`config.mk`:
```
export PLATFORM = sky130hd
export DESIGN_NAME = alu_exec_responder
export DESIGN_NICKNAME = d
export VERILOG_FILES = /design/src/rtl/alu_pkg.sv /design/src/rtl/alu_core.sv /design/src/rtl/alu_exec_responder.sv
export SDC_FILE = /design/constraint.sdc
export NUM_CORES = 1
export LEC_CHECK = 0
export CORE_ASPECT_RATIO = 2
export CORE_MARGIN = 2
export CORE_UTILIZATION = 40
export DETAILED_ROUTE_END_ITERATION = 10
export GPL_ROUTABILITY_DRIVEN = 0
export GPL_TIMING_DRIVEN = 0
export SYNTH_ARGS = -nofsm -noshare
export SYNTH_HDL_FRONTEND = slang
export SYNTH_HIERARCHICAL = 1
export SYNTH_SLANG_ARGS = --single-unit
```
`constraint.sdc`:
```
create_clock -name clk -period 3.25 [get_ports clk]
set_clock_uncertainty 0.2 [all_clocks]
set_input_delay 0.65 -clock clk [delete_from_list [all_inputs] [get_ports clk]]
set_output_delay 0.65 -clock clk [all_outputs]
set_load 0.02 [all_outputs]
```
`src/rtl/alu_pkg.sv`:
```
// Shared opcode and buffer-state definitions for the ALU responder and its core.
package alu_pkg;

    localparam logic [2:0] OP_NOT = 3'b000;
    localparam logic [2:0] OP_AND = 3'b001;
    localparam logic [2:0] OP_XOR = 3'b010;
    localparam logic [2:0] OP_OR  = 3'b011;
    localparam logic [2:0] OP_DEC = 3'b100;
    localparam logic [2:0] OP_ADD = 3'b101;
    localparam logic [2:0] OP_SUB = 3'b110;
    localparam logic [2:0] OP_INC = 3'b111;

    typedef enum logic [1:0] {
        ST_EMPTY = 2'd0,
        ST_ONE   = 2'd1,
        ST_FULL  = 2'd2
    } buf_state_t;

endpackage

```
`src/rtl/alu_core.sv`:
```
// Combinational 3-bit-opcode ALU: logic ops, increment/decrement, add/subtract with
// two's complement overflow detection.
module alu_core
    import alu_pkg::*;
#(
    parameter int WIDTH = 32
) (
    input  logic [WIDTH-1:0] a,
    input  logic [WIDTH-1:0] b,
    input  logic [2:0]       sel,
    output logic [WIDTH-1:0] f,
    output logic             ovf
);

    localparam logic [WIDTH-1:0] MIN_VAL = {1'b1, {(WIDTH-1){1'b0}}};
    localparam logic [WIDTH-1:0] MAX_VAL = {1'b0, {(WIDTH-1){1'b1}}};
    localparam logic [WIDTH-1:0] ONE_VAL = {{(WIDTH-1){1'b0}}, 1'b1};

    logic [WIDTH-1:0] sum;
    logic [WIDTH-1:0] diff;

    assign sum  = a + b;
    assign diff = a - b;

    always_comb begin
        f   = '0;
        ovf = 1'b0;
        case (sel)
            OP_NOT: f = ~a;
            OP_AND: f = a & b;
            OP_XOR: f = a ^ b;
            OP_OR:  f = a | b;
            OP_DEC: begin
                f   = a - ONE_VAL;
                ovf = (a == MIN_VAL);
            end
            OP_ADD: begin
                f   = sum;
                ovf = (a[WIDTH-1] == b[WIDTH-1]) && (sum[WIDTH-1] != a[WIDTH-1]);
            end
            OP_SUB: begin
                f   = diff;
                ovf = (a[WIDTH-1] != b[WIDTH-1]) && (diff[WIDTH-1] != a[WIDTH-1]);
            end
            OP_INC: begin
                f   = a + ONE_VAL;
                ovf = (a == MAX_VAL);
            end
            default: begin
                f   = '0;
                ovf = 1'b0;
            end
        endcase
    end

endmodule

```
`src/rtl/alu_exec_responder.sv`:
```
// Clocked ALU responder: valid/ready request in, in-order results out through a
// 2-entry buffer, plus sticky overflow status and an accepted-op counter.
module alu_exec_responder
    import alu_pkg::*;
#(
    parameter int WIDTH = 32,
    parameter int CNT_W = 16
) (
    input  logic             clk,
    input  logic             rst_n,
    input  logic             req_valid,
    output logic             req_ready,
    input  logic [2:0]       req_sel,
    input  logic [WIDTH-1:0] req_a,
    input  logic [WIDTH-1:0] req_b,
    output logic             resp_valid,
    input  logic             resp_ready,
    output logic [WIDTH-1:0] resp_f,
    output logic             resp_ovf,
    output logic [2:0]       resp_sel,
    input  logic             clr_sticky,
    output logic             ovf_sticky,
    output logic [CNT_W-1:0] op_count
);

    // Handshake: a request transfers on a rising edge where req_valid & req_ready;
    // a result transfers where resp_valid & resp_ready. Payloads are held while valid
    // is high and the partner is not ready.

    typedef struct packed {
        logic [WIDTH-1:0] f;
        logic             ovf;
        logic [2:0]       sel;
    } entry_t;

    logic [WIDTH-1:0] core_f;
    logic             core_ovf;
    entry_t           new_entry;
    entry_t           head;
    entry_t           tail;
    buf_state_t       state;
    logic             accept;
    logic             pop;

    alu_core #(.WIDTH(WIDTH)) u_core (
        .a   (req_a),
        .b   (req_b),
        .sel (req_sel),
        .f   (core_f),
        .ovf (core_ovf)
    );

    assign new_entry  = '{f: core_f, ovf: core_ovf, sel: req_sel};
    assign accept     = req_valid & req_ready;
    assign resp_valid = (state == ST_ONE) || (state == ST_FULL);
    assign pop        = resp_valid & resp_ready;
    assign resp_f     = head.f;
    assign resp_ovf   = head.ovf;
    assign resp_sel   = head.sel;

    // req_ready is registered from the next occupancy, so it only drops on entering FULL.
    always_ff @(posedge clk or negedge rst_n) begin
        if (!rst_n) begin
            state     <= ST_EMPTY;
            head      <= '0;
            tail      <= '0;
            req_ready <= 1'b0;
        end else begin
            req_ready <= 1'b1;
            case (state)
                ST_EMPTY: begin
                    if (accept) begin
                        head  <= new_entry;
                        state <= ST_ONE;
                    end
                end
                ST_ONE: begin
                    case ({accept, pop})
                        2'b10: begin
                            tail      <= new_entry;
                            state     <= ST_FULL;
                            req_ready <= 1'b0;
                        end
                        2'b01: state <= ST_EMPTY;
                        2'b11: head  <= new_entry;
                        default: state <= ST_ONE;
                    endcase
                end
                ST_FULL: begin
                    if (pop) begin
                        head  <= tail;
                        state <= ST_ONE;
                    end else begin
                        req_ready <= 1'b0;
                    end
                end
                default: state <= ST_EMPTY;
            endcase
        end
    end

    // Set has priority over clear so an overflow in the clearing cycle is not lost.
    always_ff @(posedge clk or negedge rst_n) begin
        if (!rst_n) begin
            ovf_sticky <= 1'b0;
            op_count   <= '0;
        end else begin
            if (accept && core_ovf) begin
                ovf_sticky <= 1'b1;
            end else if (clr_sticky) begin
                ovf_sticky <= 1'b0;
            end
            if (accept) begin
                op_count <= op_count + CNT_W'(1);
            end
        end
    end

endmodule

```
## After elaboration in Yosys (flattened, before gate mapping)

Cells that the tools add are included.
W data, S select, Z words.

- Input port bits: 72
- Bits in registers: 92
- Output and inout bits: 55
- Logic and storage cells: 69

- Reductions and logical operators: 11
- Multiplexer cells: 15
- Add/sub/neg operators: 5
- Bitwise operators: 6
- Eq/ne operators: 22

Operators by type and width:

| kind | number |
|---|---|
| $pmux W32 S8 | 1 |
| $mux W36 | 3 |
| $pmux W36 S3 | 1 |
| $add A32 B1 Y32 const B | 1 |
| $add A32 B32 Y32 | 1 |
| $and A32 B32 Y32 | 1 |
| $eq A32 B31 Y1 const B | 1 |
| $eq A32 B32 Y1 const B | 1 |
| $not A32 Y32 | 1 |
| $or A32 B32 Y32 | 1 |
| $sub A32 B1 Y32 const B | 1 |
| $sub A32 B32 Y32 | 1 |
| $xor A32 B32 Y32 | 1 |
| $add A16 B1 Y16 const B | 1 |
| $eq A3 B3 Y1 const B | 4 |
| $pmux W2 S3 | 2 |
| $eq A2 B2 Y1 const B | 3 |
| $eq A3 B2 Y1 const B | 2 |
| $ne A2 B2 Y1 const B | 3 |
| $eq A2 B1 Y1 const B | 2 |
| $mux W1 | 4 |
| $mux W2 | 2 |
| $pmux W1 S4 | 1 |
| $reduce_and A4 Y1 | 1 |
| other kinds (14) | 19 |

## Logic depth before layout (Yosys ltp)

Gate-level depths: netlist of run 1.

- Word-level depth: 6
- Gate-level depth with buffers: 16
- Depth with buffers taken out: 16

## Cells and area by module

The synthesis of run 1 kept the hierarchy.

By module, submodules not included:

| module | cells an instance | area each (µm²) | times used |
|---|---|---|---|
| alu_core | 1110 | 7215.7 | 1 |
| alu_exec_responder | 316 | 3931.3 | 1 |

## Worst setup path after synthesis of run 1

Ideal clock, no wire load.

- Kind: input-to-reg
- From: input port req_sel[0]
- To: register head (netlist bit resp_f[31])
- Data arrival time: 4.600 ns
- Stages on the path: 16
- Library setup time: 0.077 ns
- Slack: -1.627 ns
- Cell sequence: clkbuf_1 -> nand3_1 -> ha_1 -> clkbuf_1 -> a211o_1 -> a31oi_1 -> o21ai_1 -> o2bb2ai_2 -> o211ai_1 -> a31oi_1 -> a211oi_1 -> a211oi_1 -> mux2_2 -> o21ai_1 -> mux2i_1 -> a21oi_1

- Longest elaborated chain between the ends: 4

Ends and longest elaborated chain:

| what | line | source |
|---|---|---|
| start, declared | alu_exec_responder.sv:13 | `input logic [2:0] req_sel,` |
| $eq A3 B3 Y1 (tied with other cells) | alu_core.sv:28 | `case (sel)` |
| $pmux W32 S8 * | alu_core.sv:28 |  |
| named net core_f[31] | alu_exec_responder.sv:36 | `logic [WIDTH-1:0] core_f;` |
| $mux W36 (on tied branches) | alu_exec_responder.sv:78, alu_exec_responder.sv:72 |  |
| $pmux W36 S3 * | alu_exec_responder.sv:70 | `case (state)` |
| end signal, assigned | alu_exec_responder.sv:73 | `head <= new_entry;` |
| end signal, assigned | alu_exec_responder.sv:85 | `2'b11: head <= new_entry;` |
| end signal, assigned | alu_exec_responder.sv:91 | `head <= tail;` |
| end, declared | alu_exec_responder.sv:39 | `entry_t head;` |

Mark *: on every way through the listed nets, which the timed path passes. The rest lies on a longest branch. The select of a mux whose other input is x is not followed.
A chain may end at the register's enable or synchronous reset.

## Final worst setup path of run 1

- From: input port req_a[0]
- To: register head (netlist bit resp_f[20])

- Longest elaborated chain between the ends: 4

Ends and longest elaborated chain:

| what | line | source |
|---|---|---|
| start, declared | alu_exec_responder.sv:14 | `input logic [WIDTH-1:0] req_a,` |
| $add A32 B1 Y32 (tied with other cells) | alu_core.sv:46 | `f = a + ONE_VAL;` |
| $pmux W32 S8 * | alu_core.sv:28 |  |
| named net core_f[20] | alu_exec_responder.sv:36 |  |
| $mux W36 (on tied branches) | alu_exec_responder.sv:78, alu_exec_responder.sv:72 |  |
| $pmux W36 S3 * | alu_exec_responder.sv:70 |  |

Marks and branches as above.

==> impl_metrics.tcl, run 1 <==
set metrics [dict create \
    status "finished, violations left" \
    violations "hold timing, setup timing" \
    p_comb_share_pct 61.4 \
    grt_setup_unrepaired "true" \
    ant_nets 0 \
    holdWs_ns -0.003193 \
    power_mw 7.803 \
    hold_class "primary input to async pin" \
    p_leak_nw 6.556 \
    core-area_um2 27440 \
    crit_buf_inv 3 \
    netlist_area_um2 11150 \
    die_h_um 240.1 \
    drc_errors 0 \
    synth_most_common_cell "a21oi_1" \
    yosys_register_bits 92 \
    power_switching_mw 3.445 \
    cts_tree "yes" \
    async_flop_share_pct 100.0 \
    clkPwrFrac_pct 13.2 \
    crit_chain "buf_12 -> inv_16 -> ha_4 -> inv_2 -> fa_2 -> nor2b_4 -> o311ai_4 -> a2111oi_4 -> a311o_1 -> a211o_4 -> nand2_4 -> o21a_1 -> a221o_1 -> a222oi_1 -> a21oi_1 -> mux2i_1 -> a21oi_1" \
    initial_utilization_pct 40.62 \
    tightest_slew_ns 0.9760 \
    post-route-min-period_ns 4.025 \
    wire_per_inst_um 23.90 \
    wl_um 48110 \
    powerDensity_nw_per_um2 494.1 \
    vias_per_cell 6.282 \
    syn_inst 1426 \
    critPathTopFamily "compound AO/OA/AOI/OAI gates" \
    cts_buffer_depth 2 \
    firstDrtPassIters 8 \
    htree_levels 3 \
    grt_overflow 0 \
    synth_ff_type "dfrtp_1" \
    clock_sinks 92 \
    maxSlewViolCount 0 \
    crit_slowest_cell "a2111oi_4" \
    seq_power_share_pct 25.4 \
    die_x_um 122.0 \
    cp.required_ns 3.27 \
    critPathLaunchType "primary input" \
    synth_edf_count 0 \
    hold_viol 2 \
    cts_root_buf "clkbuf_16" \
    insertion_delay_ns 0.36 \
    seq_area_frac_synth_pct 20.65 \
    crit_top_cell "a21oi_1" \
    antenna_found_initial 0 \
    grt_pass1_wl_um 71720 \
    fillers 2519 \
    io_pins 127 \
    synth_top_area_cell "dfrtp_1" \
    crit_type "primary input to flop" \
    port_buffers 126 \
    min_period_over_period_pct 123.8 \
    cp-end-kind "flop" \
    insertedDiodeCount 0 \
    nets 1868 \
    drtIter0Drc 1150 \
    synth_top_area_share_pct 20.65 \
    syn_to_final_growth_pct 41.68 \
    vias 12650 \
    ff2ff_path_depth 7 \
    sw_frac_of_total_pct 44.16 \
    maxCapViolations 0 \
    setup_viol 48 \
    finalWorstSetupSlack_ns -0.7749 \
    dp_hpwl_um 35200 \
    grt_pass1_vias 12690 \
    critPathMaxStageDelay_ns 0.57 \
    synth_common_cells "a21oi_1, ha_1, nor2_1" \
    fin_setup_tns_ns -17.41 \
    relSlewSlack_pct 34.94 \
    synth_fp_nets 1638 \
    design_area_um2 15790 \
    critPathArrivalTime_ns 4.05 \
    cp_max_fo 4 \
    cts.reportedPaths.clkPinSlew_ns 0.07 \
    grt_max_degree 67 \
    dieArea_um2 29300 \
    cp.depth 17 \
    drive_gt1_share_pct 28.84 \
    dpl-instance-area_um2 13320 \
    final_cell_count_no_fill 2013 \
    fmax_mhz 248.5 \
    post-place-cells 1906 \
    synth_area_leaders "dfrtp_1, ha_1, a21oi_1" \
    numCtsBuffers 9 \
    grtUsageTotal_pct 32.49 \
    synthDistinctLibCells 75 \
    p_int_mw 4.357 \
    synth.avg_cell_area_um2 7.817 \
    rows 86 \
    yosysWarnings 6 \
    peakVddDrop_mv 0.3221 \
]
[through the flow]
| step | util [%] | worst slack, ns |
|---|---|---|
| final | 57.56 | -0.7749 |
| after global routing | 57.56 | -0.8475 |
| after CTS | 55.55 | -0.7536 |
| after detailed placement | 48.54 | -2.440 |
| after global placement | 48.39 | -2.404 |
| after floorplan | - | -0.6341 |
[routing by layer]
layer  GRT usage (%)  wire length (um)  vias up  share of wire, %
met4           27.17              5212        0                11
met1           31.89             15480     5952                32
met2           59.03             24120      729                50
met3           4.222              3299      315               6.9
met5               0                 0        -                 0
li1                -                 -     5650                 -
[sequential cells by signal, indices dropped and copies added, names as in the netlist]
signal / count
op_count: 16
resp_sel: 3
state: 2
req_ready: 1
tail: 36
resp_f: 32
ovf_sticky: 1
resp_ovf: 1
[logic make-up (layout without fill, tap and decap cells)]
family / Yosys count / in the layout / synth area share (%)
flip-flops: 92 / 92 / 20.65
XOR/XNOR: 55 / 55 / 4.322
AO/OA/AOI/OAI: 509 / 509 / 30.04
buffers and inverters: 190 / 424 / 6.544
adder cells (fa/ha/maj): 140 / 140 / 15.92
AND/OR/NAND/NOR: 360 / 361 / 14.79
multiplexers: 80 / 80 / 7.734
[final timing paths]
| path | start | endpoint | slack (ns) |
|---|---|---|---|
| max in group asynchronous | rst_n | op_count[13] | 2.19 |
| min in group clk | op_count[15] | op_count[15] | 0.27 |
| setup reg to reg | state[0] | tail[17] | 0.37 |
| hold / removal | rst_n | resp_sel[1] | -0.003 |
| setup / recovery | req_a[0] | resp_f[20] | -0.77 |
| hold reg to reg | op_count[15] | op_count[15] | 0.27 |
[layout make-up]
cell class | count | area (um2) | area share [%]
timing repair buffer | 236 | 2327 | 14.74
buffer | 63 | 357.8 | 2.266
inverter | 109 | 447.9 | 2.836
multi-input combinational | 1145 | 9624 | 60.94
tap | 352 | 440.4 | 2.789
clock buffer | 9 | 225.2 | 1.426
sequential | 92 | 2302 | 14.58
clock inverter | 7 | 67.56 | 0.4278
[layout by cell type (no fill, tap or decap), types with 24 or more instances in the layout]
cell and count:
a21o_1 30, o21ai_0 74, ha_1 88, inv_1 75, nor2_1 118, a21oi_1 149
mux2i_1 40, xnor2_1 37, buf_6 28, mux2_2 28, clkdlybuf4s50_1 79, nand2_1 96
a21oi_2 36, dfrtp_1 92, buf_4 85, inv_2 24, ha_4 37
[power by group through the flow]
stage	Sequential (mW)	Clock, mW	Combinational [mW]
floorplan	2.25	0	2.36
global placement	1.98	0	4.09
detailed placement	2.00	0	4.15
CTS	1.98	1.06	4.56
global route	2.04	1.10	5.14
finish	1.98	1.03	4.79
[timing repair]
item	4_1_cts	5_1_grt
pin swaps	74	78
hold buffers	0	0
resized for setup	395	134
endpoints found under the setup margin	67	60
gates cloned	3	1
buffers inserted	76	35
No activity file was read; power rests on OpenSTA's default activity.
==> run 2: changes to the inputs <==
--- a/config.mk
+++ b/config.mk
@@ -7,7 +7,7 @@
 export LEC_CHECK = 0
 export CORE_ASPECT_RATIO = 2
 export CORE_MARGIN = 2
-export CORE_UTILIZATION = 40
+export CORE_UTILIZATION = 23
 export DETAILED_ROUTE_END_ITERATION = 10
 export GPL_ROUTABILITY_DRIVEN = 0
 export GPL_TIMING_DRIVEN = 0
==> impl_metrics.tcl, run 2 (same netlist as run 1, synthesis figures left out) <==
set metrics [dict create \
    status "finished, violations left" \
    violations "setup timing" \
    drtIter0Drc 1533 \
    cts_tree "yes" \
    p_leak_nw 6.615 \
    holdWs_ns 0.1068 \
    wire_per_inst_um 20.19 \
    final_cell_mix "a21oi_1, nor2_1, nand2_1, buf_4, dfrtp_1" \
    power_mw 7.757 \
    grt_pass1_wl_um 70320 \
    cp_max_fo 5 \
    setup_viol 47 \
    grt_max_degree 53 \
    ant_nets 0 \
    critPathArrivalTime_ns 3.99 \
    insertedDiodeCount 0 \
    die_h_um 315.3 \
    post-place-cells 2192 \
    cts_buffer_depth 2 \
    grt_pass1_vias 12000 \
    largest_register_ffs 36 \
    dp_hpwl_um 33410 \
    cp-end-kind "flop" \
    io_pins 127 \
    nets 1880 \
    port_buffers 126 \
    relSlewSlack_pct 36.27 \
    peakVddDrop_mv 0.3678 \
    cp.required_ns 3.30 \
    insertion_delay_ns 0.36 \
    pre_cts_ws_ns -2.300 \
    hold_class "primary input to async pin" \
    final_cell_count_no_fill 2311 \
    tightest_slew_ns 0.9559 \
    firstDrtPassIters 8 \
    min_period_over_period_pct 121.2 \
    cts_hold_buf 0 \
    drc_errors 0 \
    maxCapViolations 0 \
    wl_um 46670 \
    grt_setup_unrepaired "true" \
    clock_sinks 92 \
    numCtsBuffers 9 \
    crit_type "primary input to flop" \
    mostFrequentLayoutCell "a21oi_1" \
    regMostFlops "tail" \
    grtUsageTotal_pct 17.97 \
    vias_per_cell 5.399 \
    rows 114 \
    cts.reportedPaths.clkPinSlew_ns 0.07 \
    dieArea_um2 50350 \
    htree_levels 3 \
    syn_to_final_growth_pct 46.92 \
    cts_root_buf "clkbuf_16" \
    critPathLaunchType "primary input" \
    antenna_found_initial 2 \
    hold_viol 0 \
    drive_gt1_share_pct 29.59 \
    grt_overflow 0 \
    finalWorstSetupSlack_ns -0.6881 \
    die_x_um 159.7 \
    post-route-min-period_ns 3.938 \
    fmax_mhz 253.9 \
    initial_utilization_pct 23.19 \
    maxSlewViolCount 0 \
    vias 12480 \
    core-area_um2 48070 \
    powerDensity_nw_per_um2 473.6 \
]
-- run 2: cell count changes in the layout (fill, tap and decap cells not counted), moves of 4 or more --
| cell | delta |
|---|---|
| buf_4 | +10 |
| clkbuf_2 | -10 |
| clkbuf_1 | +7 |
| a21oi_2 | -6 |
| a21oi_1 | +5 |
| buf_8 | +5 |
| o21ai_0 | -5 |
| clkdlybuf4s15_2 | +4 |
| ha_1 | -4 |
| o21ai_1 | +4 |
-- run 2: repair_timing --
item | in CTS | in global routing
endpoints found under the hold margin | 0 | 0
cloned | 4 | 1
pin swaps | 92 | 78
gates resized for setup | 462 | 89
setup buffers | 92 | 26
endpoints found under the setup margin | 67 | 54
-- run 2: layer usage --
layer	share of wire [%]	vias up	GRT usage [%]
met2	44	734	28.59
met5	0.026	-	0
met3	9.8	152	3.424
li1	-	5677	-
met4	4.6	2	8.017
met1	41	5911	23.64
-- run 2: worst paths after layout --
kind | endpoint | slack [ns] | startpoint | cells past startpoint
max | tail[24] | -0.69 | req_a[0] | 17
min | tail[13] | 0.11 | rst_n | 1
max reg2reg | tail[26] | 0.41 | state[0] | 7
min reg2reg | op_count[15] | 0.28 | op_count[15] | 1
max in group asynchronous | tail[25] | 2.06 | rst_n | 2
min in group clk | op_count[15] | 0.28 | op_count[15] | 1
-- run 2: critical path, stage by stage --
cell and delay, ns:
buf_12 0.12, inv_16 0.05, ha_4 0.12, inv_2 0.04, fa_2 0.35, nor2b_4 0.15
o311ai_4 0.36, a2111oi_4 0.15, a311o_1 0.39, a211o_4 0.40, buf_4 0.16, nand2_4 0.05
o21a_1 0.13, o221ai_1 0.12, a222oi_1 0.32, a21oi_1 0.13, mux2_2 0.30
-- run 2: layout make-up --
cell class | count | area (um2)
buffer | 65 | 417.9
clock buffer | 10 | 229.0
clock inverter | 6 | 46.29
fill | 4972 | 31690
inverter | 109 | 451.7
multi-input combinational | 1145 | 9728
sequential | 92 | 2302
tap | 638 | 798.3
timing repair buffer | 246 | 2404
-- run 2: stage by stage --
step	cell area (um2)	TNS (ns)	utilization [%]
final	16380	-18.29	34.07
after global routing	16380	-21.29	34.07
after CTS	15870	-12.74	33.01
after detailed placement	13670	-107.98	28.43
after global placement	13640	-309.93	28.37
after floorplan	11580	-12.85	-
-- run 2: power by group --
group	switching (mW)	internal, mW
Combinational	2.63	2.17
Clock	0.481	0.524
Sequential	0.287	1.67
Total	3.39	4.36
